$ cat src/rtl/daq_read_arbiter_pkg.sv
// rtl/daq_read_arbiter_pkg.sv - shared DAQ buffer constants, owner encoding and arbiter states
package daq_pkg;

    localparam int DAQ_BUF_ADDR_W = 15;

    localparam logic OWN_DMA = 1'b0;
    localparam logic OWN_AXI = 1'b1;

    typedef enum logic [1:0] {
        IDLE      = 2'd0,
        DMA_BURST = 2'd1,
        AXI_RD    = 2'd2
    } arb_state_t;

endpackage

$ cat src/rtl/daq_read_arbiter_if.sv
// rtl/daq_read_arbiter_if.sv - requester, buffer port B and return signals of the DAQ read arbiter
interface daq_read_arbiter_if
    import daq_pkg::*;
#(
    parameter int ADDR_W = DAQ_BUF_ADDR_W,
    parameter int DATA_W = 64
);
    logic              dma_req;
    logic [ADDR_W-1:0] dma_addr;
    logic [4:0]        dma_len;
    logic              dma_gnt;
    logic              dma_rvalid;
    logic              dma_rlast;
    logic              axi_req;
    logic [ADDR_W-1:0] axi_addr;
    logic              axi_gnt;
    logic              axi_rvalid;
    logic [ADDR_W-1:0] mem_addr;
    logic              mem_en;
    logic [DATA_W-1:0] mem_dout;
    logic [DATA_W-1:0] rdata;
    logic              busy;

    // master: requesters plus the buffer; slave: the arbiter
    modport master (
        output dma_req, dma_addr, dma_len, axi_req, axi_addr, mem_dout,
        input  dma_gnt, dma_rvalid, dma_rlast, axi_gnt, axi_rvalid,
               mem_addr, mem_en, rdata, busy
    );

    modport slave (
        input  dma_req, dma_addr, dma_len, axi_req, axi_addr, mem_dout,
        output dma_gnt, dma_rvalid, dma_rlast, axi_gnt, axi_rvalid,
               mem_addr, mem_en, rdata, busy
    );

endinterface

$ cat src/rtl/daq_read_arbiter_return_pipe.sv
// rtl/daq_read_arbiter_return_pipe.sv - RD_LAT+1 deep {valid, owner, last} tag pipe with aligned data register
module daq_read_return_pipe #(
    parameter int RD_LAT = 2,
    parameter int DATA_W = 64
) (
    input  logic              clk,
    input  logic              reset,
    input  logic              in_valid,
    input  logic              in_owner,
    input  logic              in_last,
    input  logic [DATA_W-1:0] mem_dout,
    output logic [DATA_W-1:0] rdata,
    output logic              out_valid,
    output logic              out_owner,
    output logic              out_last,
    output logic              busy
);

    logic [RD_LAT:0] vld;
    logic [RD_LAT:0] own;
    logic [RD_LAT:0] lst;

    always_ff @(posedge clk or posedge reset) begin
        if (reset) begin
            vld   <= '0;
            own   <= '0;
            lst   <= '0;
            rdata <= '0;
        end else begin
            vld <= {vld[RD_LAT-1:0], in_valid};
            own <= {own[RD_LAT-1:0], in_owner};
            lst <= {lst[RD_LAT-1:0], in_last};
            // buffer data for a tag is on mem_dout one cycle before the tag reaches the output
            if (vld[RD_LAT-1]) begin
                rdata <= mem_dout;
            end
        end
    end

    assign out_valid = vld[RD_LAT];
    assign out_owner = own[RD_LAT];
    assign out_last  = lst[RD_LAT];
    assign busy      = |vld;

endmodule

$ cat src/rtl/daq_read_arbiter.sv
// rtl/daq_read_arbiter.sv - DMA burst / AXI peek arbiter for DAQ buffer port B; stats under DAQ_READ_ARB_STATS_EN
module daq_read_arbiter
    import daq_pkg::*;
#(
    parameter int ADDR_W       = DAQ_BUF_ADDR_W,
    parameter int DATA_W       = 64,
    parameter int RD_LAT       = 2,
    parameter int MAX_BURST    = 16,
    parameter int AXI_MAX_WAIT = 32
) (
    input  logic               clk,
    input  logic               reset,
    input  logic               cfg_dma_priority,
    daq_read_arbiter_if.slave  bus
`ifdef DAQ_READ_ARB_STATS_EN
    ,
    output logic [31:0]        stat_dma_words,
    output logic [31:0]        stat_axi_words,
    output logic [15:0]        stat_axi_forced
`endif
);

    localparam int                WAIT_W   = $clog2(AXI_MAX_WAIT + 1);
    localparam logic [WAIT_W-1:0] WAIT_MAX = WAIT_W'(AXI_MAX_WAIT);
    localparam logic [4:0]        LEN_MAX  = 5'(MAX_BURST - 1);

    arb_state_t        state, state_nxt;
    logic [ADDR_W-1:0] start_q, axi_addr_q;
    logic [4:0]        len_q, beat;
    logic              last_winner;
    logic [WAIT_W-1:0] wait_cnt;
    logic              burst_last, can_eval, pick_dma, pick_axi, forced;
    logic              out_valid, out_owner, out_last, pipe_busy;

    always_comb begin
        burst_last = (state == DMA_BURST) && (beat == len_q);
        can_eval   = (state == IDLE) || burst_last;
        pick_dma   = 1'b0;
        pick_axi   = 1'b0;
        forced     = 1'b0;
        // grants are masked during reset so every output reads 0 while it is held
        if (can_eval && !reset) begin
            if (bus.dma_req && bus.axi_req) begin
                if (wait_cnt >= WAIT_MAX) begin
                    pick_axi = 1'b1;
                    forced   = 1'b1;
                end else if (cfg_dma_priority) begin
                    pick_dma = 1'b1;
                end else if (last_winner == OWN_DMA) begin
                    pick_axi = 1'b1;
                end else begin
                    pick_dma = 1'b1;
                end
            end else if (bus.dma_req) begin
                pick_dma = 1'b1;
            end else if (bus.axi_req) begin
                pick_axi = 1'b1;
            end
        end

        state_nxt = state;
        if (pick_dma) begin
            state_nxt = DMA_BURST;
        end else if (pick_axi) begin
            state_nxt = AXI_RD;
        end else if ((state == AXI_RD) || burst_last) begin
            state_nxt = IDLE;
        end
    end

    always_ff @(posedge clk or posedge reset) begin
        if (reset) begin
            state       <= IDLE;
            start_q     <= '0;
            axi_addr_q  <= '0;
            len_q       <= '0;
            beat        <= '0;
            last_winner <= OWN_AXI;
            wait_cnt    <= '0;
        end else begin
            state <= state_nxt;
            if (pick_dma) begin
                start_q     <= bus.dma_addr;
                len_q       <= (bus.dma_len > LEN_MAX) ? LEN_MAX : bus.dma_len;
                beat        <= '0;
                last_winner <= OWN_DMA;
            end else if (state == DMA_BURST) begin
                beat <= beat + 5'd1;
            end
            if (pick_axi) begin
                axi_addr_q  <= bus.axi_addr;
                last_winner <= OWN_AXI;
                wait_cnt    <= '0;
            end else if (bus.axi_req && (wait_cnt < WAIT_MAX)) begin
                wait_cnt <= wait_cnt + 1'b1;
            end
        end
    end

    assign bus.dma_gnt  = pick_dma;
    assign bus.axi_gnt  = pick_axi;
    assign bus.mem_en   = (state != IDLE);
    assign bus.mem_addr = (state == DMA_BURST) ? start_q + ADDR_W'(beat) :
                          (state == AXI_RD)    ? axi_addr_q : '0;

    daq_read_return_pipe #(
        .RD_LAT (RD_LAT),
        .DATA_W (DATA_W)
    ) u_return_pipe (
        .clk       (clk),
        .reset     (reset),
        .in_valid  (state != IDLE),
        .in_owner  ((state == AXI_RD) ? OWN_AXI : OWN_DMA),
        .in_last   (burst_last),
        .mem_dout  (bus.mem_dout),
        .rdata     (bus.rdata),
        .out_valid (out_valid),
        .out_owner (out_owner),
        .out_last  (out_last),
        .busy      (pipe_busy)
    );

    assign bus.dma_rvalid = out_valid && (out_owner == OWN_DMA);
    assign bus.dma_rlast  = out_valid && (out_owner == OWN_DMA) && out_last;
    assign bus.axi_rvalid = out_valid && (out_owner == OWN_AXI);
    assign bus.busy       = (state != IDLE) || pipe_busy;

`ifdef DAQ_READ_ARB_STATS_EN
    always_ff @(posedge clk or posedge reset) begin
        if (reset) begin
            stat_dma_words  <= '0;
            stat_axi_words  <= '0;
            stat_axi_forced <= '0;
        end else begin
            if (state == DMA_BURST) stat_dma_words <= stat_dma_words + 32'd1;
            if (state == AXI_RD)    stat_axi_words <= stat_axi_words + 32'd1;
            if (forced)             stat_axi_forced <= stat_axi_forced + 16'd1;
        end
    end
`endif

endmodule
$ cat src/flat_wrapper.sv
// flat-port wrapper written by rule: the top's interface ports become plain ports
module daq_read_arbiter_flat import daq_pkg::*;
#(
    parameter int ADDR_W       = DAQ_BUF_ADDR_W,
    parameter int DATA_W       = 64,
    parameter int RD_LAT       = 2,
    parameter int MAX_BURST    = 16,
    parameter int AXI_MAX_WAIT = 32
)
  (clk, reset, cfg_dma_priority, bus_dma_req, bus_dma_addr, bus_dma_len, bus_axi_req, bus_axi_addr, bus_mem_dout, bus_dma_gnt, bus_dma_rvalid, bus_dma_rlast, bus_axi_gnt, bus_axi_rvalid, bus_mem_addr, bus_mem_en, bus_rdata, bus_busy);
  daq_read_arbiter_if #(.ADDR_W(ADDR_W), .DATA_W(DATA_W)) bus_i ();
  input  logic clk;
  input  logic reset;
  input  logic cfg_dma_priority;
  input wire logic [$bits(bus_i.dma_req)-1:0] bus_dma_req;
  input wire logic [$bits(bus_i.dma_addr)-1:0] bus_dma_addr;
  input wire logic [$bits(bus_i.dma_len)-1:0] bus_dma_len;
  input wire logic [$bits(bus_i.axi_req)-1:0] bus_axi_req;
  input wire logic [$bits(bus_i.axi_addr)-1:0] bus_axi_addr;
  input wire logic [$bits(bus_i.mem_dout)-1:0] bus_mem_dout;
  output wire logic [$bits(bus_i.dma_gnt)-1:0] bus_dma_gnt;
  output wire logic [$bits(bus_i.dma_rvalid)-1:0] bus_dma_rvalid;
  output wire logic [$bits(bus_i.dma_rlast)-1:0] bus_dma_rlast;
  output wire logic [$bits(bus_i.axi_gnt)-1:0] bus_axi_gnt;
  output wire logic [$bits(bus_i.axi_rvalid)-1:0] bus_axi_rvalid;
  output wire logic [$bits(bus_i.mem_addr)-1:0] bus_mem_addr;
  output wire logic [$bits(bus_i.mem_en)-1:0] bus_mem_en;
  output wire logic [$bits(bus_i.rdata)-1:0] bus_rdata;
  output wire logic [$bits(bus_i.busy)-1:0] bus_busy;
  assign bus_i.dma_req = bus_dma_req;
  assign bus_i.dma_addr = bus_dma_addr;
  assign bus_i.dma_len = bus_dma_len;
  assign bus_i.axi_req = bus_axi_req;
  assign bus_i.axi_addr = bus_axi_addr;
  assign bus_i.mem_dout = bus_mem_dout;
  assign bus_dma_gnt = bus_i.dma_gnt;
  assign bus_dma_rvalid = bus_i.dma_rvalid;
  assign bus_dma_rlast = bus_i.dma_rlast;
  assign bus_axi_gnt = bus_i.axi_gnt;
  assign bus_axi_rvalid = bus_i.axi_rvalid;
  assign bus_mem_addr = bus_i.mem_addr;
  assign bus_mem_en = bus_i.mem_en;
  assign bus_rdata = bus_i.rdata;
  assign bus_busy = bus_i.busy;
  daq_read_arbiter #(.ADDR_W(ADDR_W), .DATA_W(DATA_W), .RD_LAT(RD_LAT), .MAX_BURST(MAX_BURST), .AXI_MAX_WAIT(AXI_MAX_WAIT)) u_core (.clk(clk), .reset(reset), .cfg_dma_priority(cfg_dma_priority), .bus(bus_i));
endmodule
$ cat config.mk
export PLATFORM = sky130hd
export DESIGN_NAME = daq_read_arbiter_flat
export DESIGN_NICKNAME = d
export VERILOG_FILES = /design/src/rtl/daq_read_arbiter_pkg.sv /design/src/rtl/daq_read_arbiter_if.sv /design/src/rtl/daq_read_arbiter_return_pipe.sv /design/src/rtl/daq_read_arbiter.sv /design/src/flat_wrapper.sv
export SDC_FILE = /design/constraint.sdc
export NUM_CORES = 1
export LEC_CHECK = 0
export CORE_MARGIN = 1.5
export CORE_UTILIZATION = 48
export DETAILED_ROUTE_END_ITERATION = 12
export PLACE_DENSITY = 0.85
export SLEW_MARGIN = 30
export SYNTH_ARGS = -nofsm -noshare
export SYNTH_HDL_FRONTEND = slang
export SYNTH_SLANG_ARGS = --single-unit
$ cat constraint.sdc
create_clock -name clk -period 9.44 [get_ports clk]
set_clock_uncertainty 0.2 [all_clocks]
set_input_delay 0.944 -clock clk [delete_from_list [all_inputs] [get_ports clk]]
set_output_delay 0.944 -clock clk [all_outputs]
set_load 0.05 [all_outputs]
==> key figures <==
Status
  – Status: finished, final reports clean

CTS
  – Deepest clock path buffer count: 2
  – CTS tree: built
  – Clock-pin slew on the worst setup and hold paths: ~60 ps
  – # clock sinks: between 100 and 150
  – Total CTS buffers: 17
  – Clk_lat worst skew: approximately 500 ps
  – Clock root buffer: clkbuf_8
  – Post-cts hold buffer count: 0
  – Setup Buffers After CTS: 0
  – H-tree levels: 4
  – CTS resizes: 0

Die
  – DIE AREA: around 0.012 mm^2
  – Die span in x: around 110 um
  – Core box area: between 0.01 and 0.015 mm^2
  – Die Ht: 108 um
  – Starting Density: between 40% and 50%
  – Top Ports: between 150 and 200
  – Num rows: 38

Layout
  – Filler cells: about 700
  – Share of cells above drive strength 1: about 22%
  – Layout Area Growth over Synthesis: 48.2%
  – Reg area: roughly 0.003 mm^2
  – Layout net count: about 700
  – Multi-input logic area: ~0.0021 mm^2
  – Post-route cell area: slightly below 0.008 mm^2
  – ANT cells: 0

Worst hold path
  – Hold-critical path endpoint: u_core.u_return_pipe.own[1]$_DFF_PP0_
  – Hold Crit Depth: 0
  – Hold_sp: u_core.u_return_pipe.own[0]$_DFF_PP0_
  – Worst min path class: flip-flop to flip-flop

Setup path
  – Worst r2r path cells: 5
  – Setup CP Type: flip-flop to output pin
  – Reg-to-reg startpoint: u_core.state[1]$_DFFE_PP0P_
  – Crit path DAT: between 3000 and 4000 ps
  – Worst Path Required: 8300 ps
  – Crit path max fanout: 6
  – Startpoint Class: flip-flop
  – Critical path endpoint category: output pin
  – R2R Path End: u_core.axi_addr_q[13]$_DFFE_PP0P_
  – R2R Setup Slk: 6410 ps

STA
  – Maximum clock rate: 202 MHz
  – Pins Over Slew Limit: 0
  – Worst-Margin Slew: roughly 900 ps
  – Hold Violations, Final: 0
  – Period utilisation layout: a little over half
  – Rel. slew slack: roughly two fifths
  – Tmin final: between 4000 and 5000 ps
  – RSZ-0062 raised after global routing: false
  – Final Setup Violations: 0
  – Total negative slack: 0 ps

Synthesis
  – Synth Net Count: a little over 500
  – Flops & latches, synth: 122
  – Synthesized area: 0.00530 mm^2
  – Yosys Warn Count: 0
  – Post-synthesis sequential area ratio: about 58%
  – Distinct cells, synth: 42
  – Post-Synthesis Cells: between 300 and 400
  – Avg Cell Area, Syn: 13.6 um^2

Route
  – DRT antenna net count: 0
  – Via Count: 3799
  – Avg Vias per Cell: just over 5
  – Iter 0 DRT Violations: between 100 and 150
  – Remaining DRCs: 0
  – Routed Wire Length: around 12000 um
  – Drt pass-1 iters: 4
  – WL/cell: about 17 um

Pwr
  – Power per cell area: about 380 mW/mm^2
  – Peak VDD IR: 0.282 mV
  – Leakage: approximately 3.4 nW
  – Overall power: about 0.0030 W

Run
  – Max-cap viol count: 0

GRT
  – Routing usage on met1: 25.5%
  – Met3 Track Usage GR: under 10%
  – Met2 usage: 39.2%
  – Most used routing layer: met2
  – Overall Global Routing Usage: between 20% and 30%
  – Largest net degree at the start of global routing: 67
  – Grt total ovfl: 0
  – Vias in the first global route: 4000
  – Initial antenna violation count: 0
  – First-pass GRT wire length: slightly below 20000 um

Place
  – RD Place Congestion: around 0.84
  – Detailed Place HPWL: between 8000 and 9000 um
  – Number of port buffers: about 190
  – Placed Area: around 0.0073 mm^2
==> through the flow <==
| step | std cells | worst slack [ps] | utilization, % | hold slack [ps] |
|---|---|---|---|---|
| finish | 738 | 4490 | 72.8 | 146 |
| global route | 738 | 4340 | 72.8 | 157 |
| CTS | 738 | 4500 | 72.8 | 148 |
| detailed placement | 707 | 4580 | 67.5 | 137 |
| global placement | 707 | 4620 | 67.5 | 132 |
| floorplan | 391 | 5060 | - | 131 |
==> worst max path at each step <==
stage	startpoint	endpoint	slack, ps
finish	u_core.beat[0]$_DFFE_PP0P_	bus_mem_addr[10]	4490
global route	u_core.beat[0]$_DFFE_PP0P_	bus_mem_addr[10]	4340
CTS	u_core.beat[0]$_DFFE_PP0P_	bus_mem_addr[10]	4500
detailed placement	reset	bus_axi_gnt	4580
global placement	reset	bus_axi_gnt	4620
floorplan	reset	u_core.axi_addr_q[0]$_DFFE_PP0P_	5060
==> power by group <==
part,internal [W],switching (W),leakage [nW]
combinational,0.000603,0.000910,1.62
sequential,0.000725,0.000144,1.45
clock,0.000400,0.000216,0.283
total,0.00173,0.00127,3.35
==> kinds of logic (layout without fill, tap and decap cells) <==
kind of cell    after synthesis  after routing  share of synthesized area, %
flops                       122            122                          57.6
mux                          98             98                          22.1
simple gates                 73             73                          6.80
compound gates               40             40                          4.96
buf+inv                      29            236                          2.95
xor+xnor                     20             20                          3.31
fa+ha+maj                     9              9                          2.27
==> final cells by class <==
type	instances	area share [%]
Tap cell	140	2.23
Inverter	14	0.765
Clock inverter	8	1.18
Multi-Input combinational cell	240	26.6
Sequential cell	122	38.9
Timing Repair Buffer	191	24.3
Clock buffer	23	6.07
==> Yosys cell counts (all sizes together) <==
| cell | n | area (um^2) |
|---|---|---|
| dfrtp | 121 | 3030 |
| mux2 | 94 | 1130 |
| nor2 | 22 | 82.6 |
| nand2 | 21 | 78.8 |
| o21ai | 21 | 105 |
| xor2 | 15 | 131 |
| inv | 13 | 48.8 |
| clkbuf | 10 | 37.5 |
| ha | 8 | 100 |
| nand4 | 7 | 43.8 |
| nand2b | 6 | 37.5 |
| a21oi | 5 | 36.3 |
| buf | 5 | 61.3 |
| xnor2 | 5 | 43.8 |
| a21o | 4 | 30.0 |
| mux2i | 4 | 40.0 |
| and3 | 3 | 18.8 |
| o2111ai | 3 | 32.5 |
| a211oi | 2 | 15.0 |
| a22o | 2 | 17.5 |
| and2 | 2 | 12.5 |
| and2b | 2 | 15.0 |
| nor2b | 2 | 12.5 |
| or2 | 2 | 12.5 |
| or4 | 2 | 18.8 |
| a32o | 1 | 10.0 |
| and4 | 1 | 8.76 |
| clkinv | 1 | 8.76 |
| dfstp | 1 | 26.3 |
| fa | 1 | 20.0 |
| nor3 | 1 | 5.00 |
| o221ai | 1 | 8.76 |
| o31ai | 1 | 7.51 |
| or2b | 1 | 7.51 |
| or3 | 1 | 6.26 |
==> cell usage in the layout (no fill, tap or decap), drive strengths merged, types with 3 or more instances in the layout <==
cell type      netlist  final
nand2               21     21
clkdlybuf4s50        0    189
xor2                15     15
o2111ai              3      3
ha                   8      8
inv                 13     13
a21o                 4      4
clkbuf              10     23
a21oi                5      5
xnor2                5      5
and3                 3      3
nor2                22     22
mux2i                4      4
dfrtp              121    121
mux2                94     94
o21ai               21     21
nand2b               6      6
clkinv               1      6
nand4                7      7
==> worst max-delay path, cell delays in order, from the launching register on <==
cell and delay, ps:
dfrtp_1 470, ha_1 240, inv_1 80, fa_1 400, nand2b_1 200, a21oi_1 400
o21ai_0 230, xor2_1 180, o21ai_0 240, clkdlybuf4s50_1 860
==> layer usage <==
layer	wire length (um)	share of wire [%]
met1	5030	41
met2	6410	52
met3	811	6.5
met4	143	1.2
met5	0	0
==> sequential cells by signal, indices dropped and copies added, names as in the netlist <==
| name | cells |
|---|---|
| u_core.u_return_pipe.vld | 3 |
| u_core.wait_cnt | 6 |
| u_core.len_q | 5 |
| u_core.u_return_pipe.rdata | 64 |
| u_core.u_return_pipe.own | 3 |
| u_core.axi_addr_q | 15 |
| u_core.state | 2 |
| u_core.last_winner | 1 |
| u_core.start_q | 15 |
| u_core.beat | 5 |
| u_core.u_return_pipe.lst | 3 |
No activity file was read; power rests on OpenSTA's default activity.
